==> config.mk <==
export PLATFORM = sky130hd
export DESIGN_NAME = frame_writer_320x240_rgb12
export DESIGN_NICKNAME = d
export VERILOG_FILES = /design/src/rtl/frame_pkg.sv /design/src/rtl/frame_writer_flip_wait.sv /design/src/rtl/frame_writer_320x240_rgb12.sv
export SDC_FILE = /design/constraint.sdc
export NUM_CORES = 1
export LEC_CHECK = 0
export CORE_ASPECT_RATIO = 0.8
export CORE_UTILIZATION = 48
export CTS_BUF_LIST = sky130_fd_sc_hd__clkbuf_2 sky130_fd_sc_hd__clkbuf_4 sky130_fd_sc_hd__clkbuf_8
export CTS_CLUSTER_DIAMETER = 120
export DETAILED_ROUTE_END_ITERATION = 10
export HOLD_SLACK_MARGIN = 0.08
export PLACE_DENSITY = 0.76
export SETUP_SLACK_MARGIN = 0.02
export SLEW_MARGIN = 20
export SYNTH_ARGS = -nofsm -noshare
export SYNTH_HDL_FRONTEND = slang
export SYNTH_SLANG_ARGS = --single-unit
==> constraint.sdc <==
create_clock -name clk_sys -period 1.97 [get_ports clk_sys]
set_input_delay 0.2955 -clock clk_sys [delete_from_list [all_inputs] [get_ports clk_sys]]
set_output_delay 0.2955 -clock clk_sys [all_outputs]
set_load 0.05 [all_outputs]
==> src/rtl/frame_pkg.sv <==
// Shared constants, state encoding and pixel type for the 320x240 RGB444
// frame writer.
package frame_pkg;

   localparam int FB_WIDTH  = 320;
   localparam int FB_HEIGHT = 240;
   localparam int FB_DEPTH  = FB_WIDTH * FB_HEIGHT;
   localparam int FB_AW     = 17;

   typedef enum logic [1:0] {
      IDLE  = 2'd0,
      WRITE = 2'd1,
      FLIP  = 2'd2,
      RETRY = 2'd3
   } state_t;

   // {R[11:8], G[7:4], B[3:0]}
   typedef logic [11:0] pixel_t;

endpackage

==> src/rtl/frame_writer_flip_wait.sv <==
// Bank-flip watcher: remembers which bank was on screen when the frame ended
// and times out the swap request so it can be re-issued as a fresh edge.
module frame_writer_flip_wait
   import frame_pkg::*;
#(
   parameter int FLIP_TIMEOUT = 2000000
) (
   input  logic   clk_sys,
   input  logic   rst_n_sys,
   input  state_t state,
   input  logic   capture,
   input  logic   active_buf_sys,
   output logic   flip_seen,
   output logic   retry_pulse
);

   localparam int TW = (FLIP_TIMEOUT > 1) ? $clog2(FLIP_TIMEOUT) : 1;

   logic [TW-1:0] to_cnt;
   logic          flip_ref;

   always_ff @(posedge clk_sys) begin
      if (!rst_n_sys) begin
         to_cnt   <= '0;
         flip_ref <= 1'b0;
      end else begin
         if (capture) flip_ref <= active_buf_sys;
         // Cleared in every state but FLIP, so each RETRY restarts the window.
         if (state == FLIP) to_cnt <= to_cnt + 1'b1;
         else               to_cnt <= '0;
      end
   end

   assign flip_seen   = (state == FLIP) && (active_buf_sys != flip_ref);
   assign retry_pulse = (state == FLIP) && !flip_seen &&
                        (to_cnt == TW'(FLIP_TIMEOUT - 1));

endmodule

==> src/rtl/frame_writer_320x240_rgb12.sv <==
// Streams one frame into the hidden bank, then holds a swap request until the
// displayed bank flips. Optional counters: define FRAME_WRITER_STATS_EN.
module frame_writer_320x240_rgb12
   import frame_pkg::*;
#(
   parameter int WIDTH        = FB_WIDTH,
   parameter int HEIGHT       = FB_HEIGHT,
   parameter int AW           = FB_AW,
   parameter int FLIP_TIMEOUT = 2000000
) (
   input  logic          clk_sys,
   input  logic          rst_n_sys,
   input  logic          s_valid,
   output logic          s_ready,
   input  pixel_t        s_data,
   input  logic          s_sof,
   input  logic          active_buf_sys,
   output logic          wr_en_sys,
   output logic [AW-1:0] wr_addr_sys,
   output pixel_t        wr_data_sys,
   output logic          swap_req_sys,
   output logic          busy,
   output logic          frame_done,
   output logic          sof_err
`ifdef FRAME_WRITER_STATS_EN
   ,
   output logic [15:0]   frame_count,
   output logic [15:0]   err_count,
   output logic [15:0]   retry_count
`endif
);

   localparam logic [AW-1:0] LAST_ADDR = AW'(WIDTH * HEIGHT - 1);

   state_t        state, state_nx;
   logic [AW-1:0] addr_cnt;
   logic          accept, wr_now, last_beat, restart;
   logic          flip_seen, retry_pulse, swap_nx;

   assign s_ready   = (state == IDLE) || (state == WRITE);
   assign busy      = (state != IDLE);
   assign accept    = s_valid && s_ready;
   assign wr_now    = accept && (s_sof || (state == WRITE));
   assign restart   = accept && (state == WRITE) && s_sof && (addr_cnt != '0);
   assign last_beat = accept && (state == WRITE) && !s_sof && (addr_cnt == LAST_ADDR);

   // NOTE: next-state gets its default before the case so no path leaves it
   // unassigned, which would otherwise infer a latch.
   always_comb begin
      state_nx = state;
      case (state)
         IDLE:    if (accept && s_sof) state_nx = WRITE;
         WRITE:   if (last_beat)       state_nx = FLIP;
         FLIP:    if (flip_seen)        state_nx = IDLE;
                  else if (retry_pulse) state_nx = RETRY;
         RETRY:   state_nx = FLIP;
         default: state_nx = IDLE;
      endcase
   end

   // The first FLIP cycle is excluded so the request trails the last write.
   assign swap_nx = (state_nx == FLIP) && (state != WRITE);

   // NOTE: all state uses non-blocking assignments so every register samples
   // pre-edge values regardless of statement order.
   always_ff @(posedge clk_sys) begin
      if (!rst_n_sys) begin
         state        <= IDLE;
         addr_cnt     <= '0;
         wr_en_sys    <= 1'b0;
         wr_addr_sys  <= '0;
         wr_data_sys  <= '0;
         swap_req_sys <= 1'b0;
         frame_done   <= 1'b0;
         sof_err      <= 1'b0;
      end else begin
         state        <= state_nx;
         wr_en_sys    <= wr_now;
         swap_req_sys <= swap_nx;
         frame_done   <= flip_seen;
         sof_err      <= restart;
         if (wr_now) begin
            wr_addr_sys <= s_sof ? '0 : addr_cnt;
            wr_data_sys <= s_data;
            if (s_sof)          addr_cnt <= AW'(1);
            else if (last_beat) addr_cnt <= '0;
            else                addr_cnt <= addr_cnt + 1'b1;
         end
      end
   end

   frame_writer_flip_wait #(
      .FLIP_TIMEOUT (FLIP_TIMEOUT)
   ) u_flip_wait (
      .clk_sys        (clk_sys),
      .rst_n_sys      (rst_n_sys),
      .state          (state),
      .capture        (last_beat),
      .active_buf_sys (active_buf_sys),
      .flip_seen      (flip_seen),
      .retry_pulse    (retry_pulse)
   );

`ifdef FRAME_WRITER_STATS_EN
   always_ff @(posedge clk_sys) begin
      if (!rst_n_sys) begin
         frame_count <= '0;
         err_count   <= '0;
         retry_count <= '0;
      end else begin
         if (flip_seen)   frame_count <= frame_count + 1'b1;
         if (restart)     err_count   <= err_count + 1'b1;
         if (retry_pulse) retry_count <= retry_count + 1'b1;
      end
   end
`endif

endmodule

==> metrics.txt <==
initial antenna violation count=0; clock share of power=0.472; clock latency on the worst-skew pair=around 0.36 ns; Final HPWL DP=5210 um; clock buffer depth=2; diode count=0; Seq. cell area=about 0.0015 mm^2; R2R Setup Slk=0.04 ns; placed cell area=slightly below 0.004 mm^2; fillcell total=508; Hold-fix buffers, CTS=0; GRT overflow=0; vias in the first global route=2698; P_int=2.62 mW; Startpoint Class=flip-flop; post-layout util=0.667; Tot Pwr=3.34 mW; Detail Route Antenna Nets=0; crit path kind=flip-flop to flip-flop; vias per cell=5.54; routability cong.=0.859; Pins Over Slew Limit=0; Multi-input gate area=0.00161 mm^2; max_slew headroom=0.647; Sw Pwr=718 uW; Initial DRC Count=208; clk root buf=clkbuf_8; DRT Pass-1 Iters=4; GR Util All Layers=0.235; Buffers on Ports=approximately 50; most frequent cell after synthesis=dfxtp_1; final-report hold violation count=0; H-tree depth=3; Crit path arrival time=2.18 ns; cell taking the most area after synthesis=dfxtp_1; Lkg Pwr=1.49 nW; Cell Area, Synth=about 0.0032 mm^2; Sink Count=74; Site Rows=26; routed vias=just under 3000; die area=~0.0070 mm^2; EDFF count, synth=0; syn nets=383; Starting Density=0.496; syn_area_per_cell=roughly 8.8 um^2; clk_skew=0.00486 ns; Die Width=93.0 um; total negative slack=0 ns; period utilisation layout=0.982; Setup Viol. Count Final=0; WL final=7690 um; Worst EP required=between 2 and 2.5 ns; DRC=0; Tmin final=1.93 ns; Layout area overhead=34.5%; share of layout cells above drive strength 1=0.142; Synth area leaders=dfxtp_1 47%, nand2_1 4.7%, a22oi_1 4.0%, nor2b_1 3.7%, xor2_1 3.6%; fin area=0.00428 mm^2; Gate power share=0.073; Seq/Total Area, Yosys=0.466; Async SR Flop Fraction=0; sequential share of power=0.456; CTS Buf Count=9; core area=0.00641 mm^2; DR WL/cell=14.6 um; Clock Pin Slew Worst Setup and Hold Paths=roughly 0.08 ns; measured slew at the worst slew-check pin=0.527 ns; Synth warnings=0; Post-Syn Instances=363; # Max-Cap Violations=0; CP Max Fanout=4; Hold Crit Class=flip-flop to flip-flop; P per Cell Area=781 mW/mm^2; RSZ-0062 raised after global routing=true; Synth top area share=0.466; flops & latches, synth=74; post-synth cell types=48; crit end category=flip-flop; I/O pin cnt=52; Fmax=0.517 GHz; largest net degree at the start of global routing=45; Die Ht=74.8 um; CTS tree=done; first-pass GRT wire length=12600 um; # nets final=~460; Synth top cells by count=74 x dfxtp_1, 40 x nand2_1, 29 x nor2_1; status=complete, no violations; VDD IR-drop max=slightly below 0.0005 V; sw frac=0.215; most used flip-flop cell after synthesis=dfxtp_1
-- flip-flops by register name, summed over array words and instances, names as in the netlist --
| register | flops |
|---|---|
| state | 2 |
| addr_cnt | 17 |
| wr_data_sys | 12 |
| wr_en_sys | 1 |
| frame_done | 1 |
| u_flip_wait.to_cnt | 21 |
| wr_addr_sys | 17 |
| u_flip_wait.flip_ref | 1 |
| swap_req_sys | 1 |
| sof_err | 1 |
-- final cells by class --
cell class,instances,share of cell area
Tap cell,84,0.0246
Clock buffer,10,0.0322
Clock inverter,6,0.0322
Multi-Input combinational cell,258,0.377
Inverter,10,0.00878
Sequential cell,74,0.347
Timing Repair Buffer,85,0.179
-- critical path, stage by stage (launching register included) --
cell     delay, ns
dfxtp_2       0.32
or4_4         0.57
nor4_4        0.33
nor2_2        0.09
buf_6         0.13
and3_4        0.13
a221o_1       0.25
-- per-stage QoR --
stage	std cells	hold slack, ns	setup slack (ns)
floorplan	363	0.418	0.0316
global placement	509	0.430	0.0334
detailed placement	509	0.439	-0.0765
CTS	525	0.467	0.0453
global route	527	0.486	-0.0384
finish	527	0.457	0.0351
-- layer usage --
metal / global-route usage / vias up / share of wire
li1: - / 1430 / -
met1: 0.297 / 1391 / 0.46
met2: 0.384 / 87 / 0.47
met3: 0.0838 / 11 / 0.058
met4: 0.0684 / 0 / 0.013
met5: 0 / - / 0
-- placed cells by master (no fill, tap or decap), drive strengths merged, types with 3 or more instances in the layout --
cell type and instances:
and4 3, nor2 30, and2 3, a31oi 5, dfxtp 74, nor2b 19
bufinv 4, xor2 13, ha 3, nand3 22, a22oi 17, o21ai 12
clkbuf 10, nor3 3, or3 5, xnor2 8, a21oi 9, and3 4
buf 36, nand4 13, a21boi 15, clkdlybuf4s50 49, nand2 40, inv 10
nor4 7
-- logic make-up (layout without fill, tap and decap cells) --
logic type / count (synthesis) / after routing / share of synthesized area
simple gates: 163 / 163 / 0.271
flops: 74 / 74 / 0.466
compound gates: 70 / 70 / 0.151
buf+inv: 31 / 111 / 0.0393
xor+xnor: 21 / 21 / 0.0578
fa+ha+maj: 3 / 3 / 0.0118
mux: 1 / 1 / 0.00315
-- path summary, 6_finish.rpt --
check                           to                  start  cells after the start
max                    addr_cnt[7]           addr_cnt[12]                      6
min          u_flip_wait.to_cnt[0]  u_flip_wait.to_cnt[0]                      1
max reg2reg            addr_cnt[7]           addr_cnt[12]                      6
min reg2reg  u_flip_wait.to_cnt[0]  u_flip_wait.to_cnt[0]                      1
-- what timing repair did --
| item | in CTS | in global routing |
|---|---|---|
| pin swaps | 0 | 5 |
| setup buffers | 0 | 2 |
| setup endpoints to repair | 2 | 3 |
| resized for setup | 1 | 6 |
-- power by group through the flow --
stage	registers, mW	clock network [mW]	logic, mW
after floorplan	1.61	0	0.0848
after global placement	1.56	0	0.237
after detailed placement	1.56	0	0.239
after CTS	1.52	1.60	0.241
after global routing	1.52	1.67	0.261
final	1.52	1.58	0.242
No activity file was read; power rests on OpenSTA's default activity.
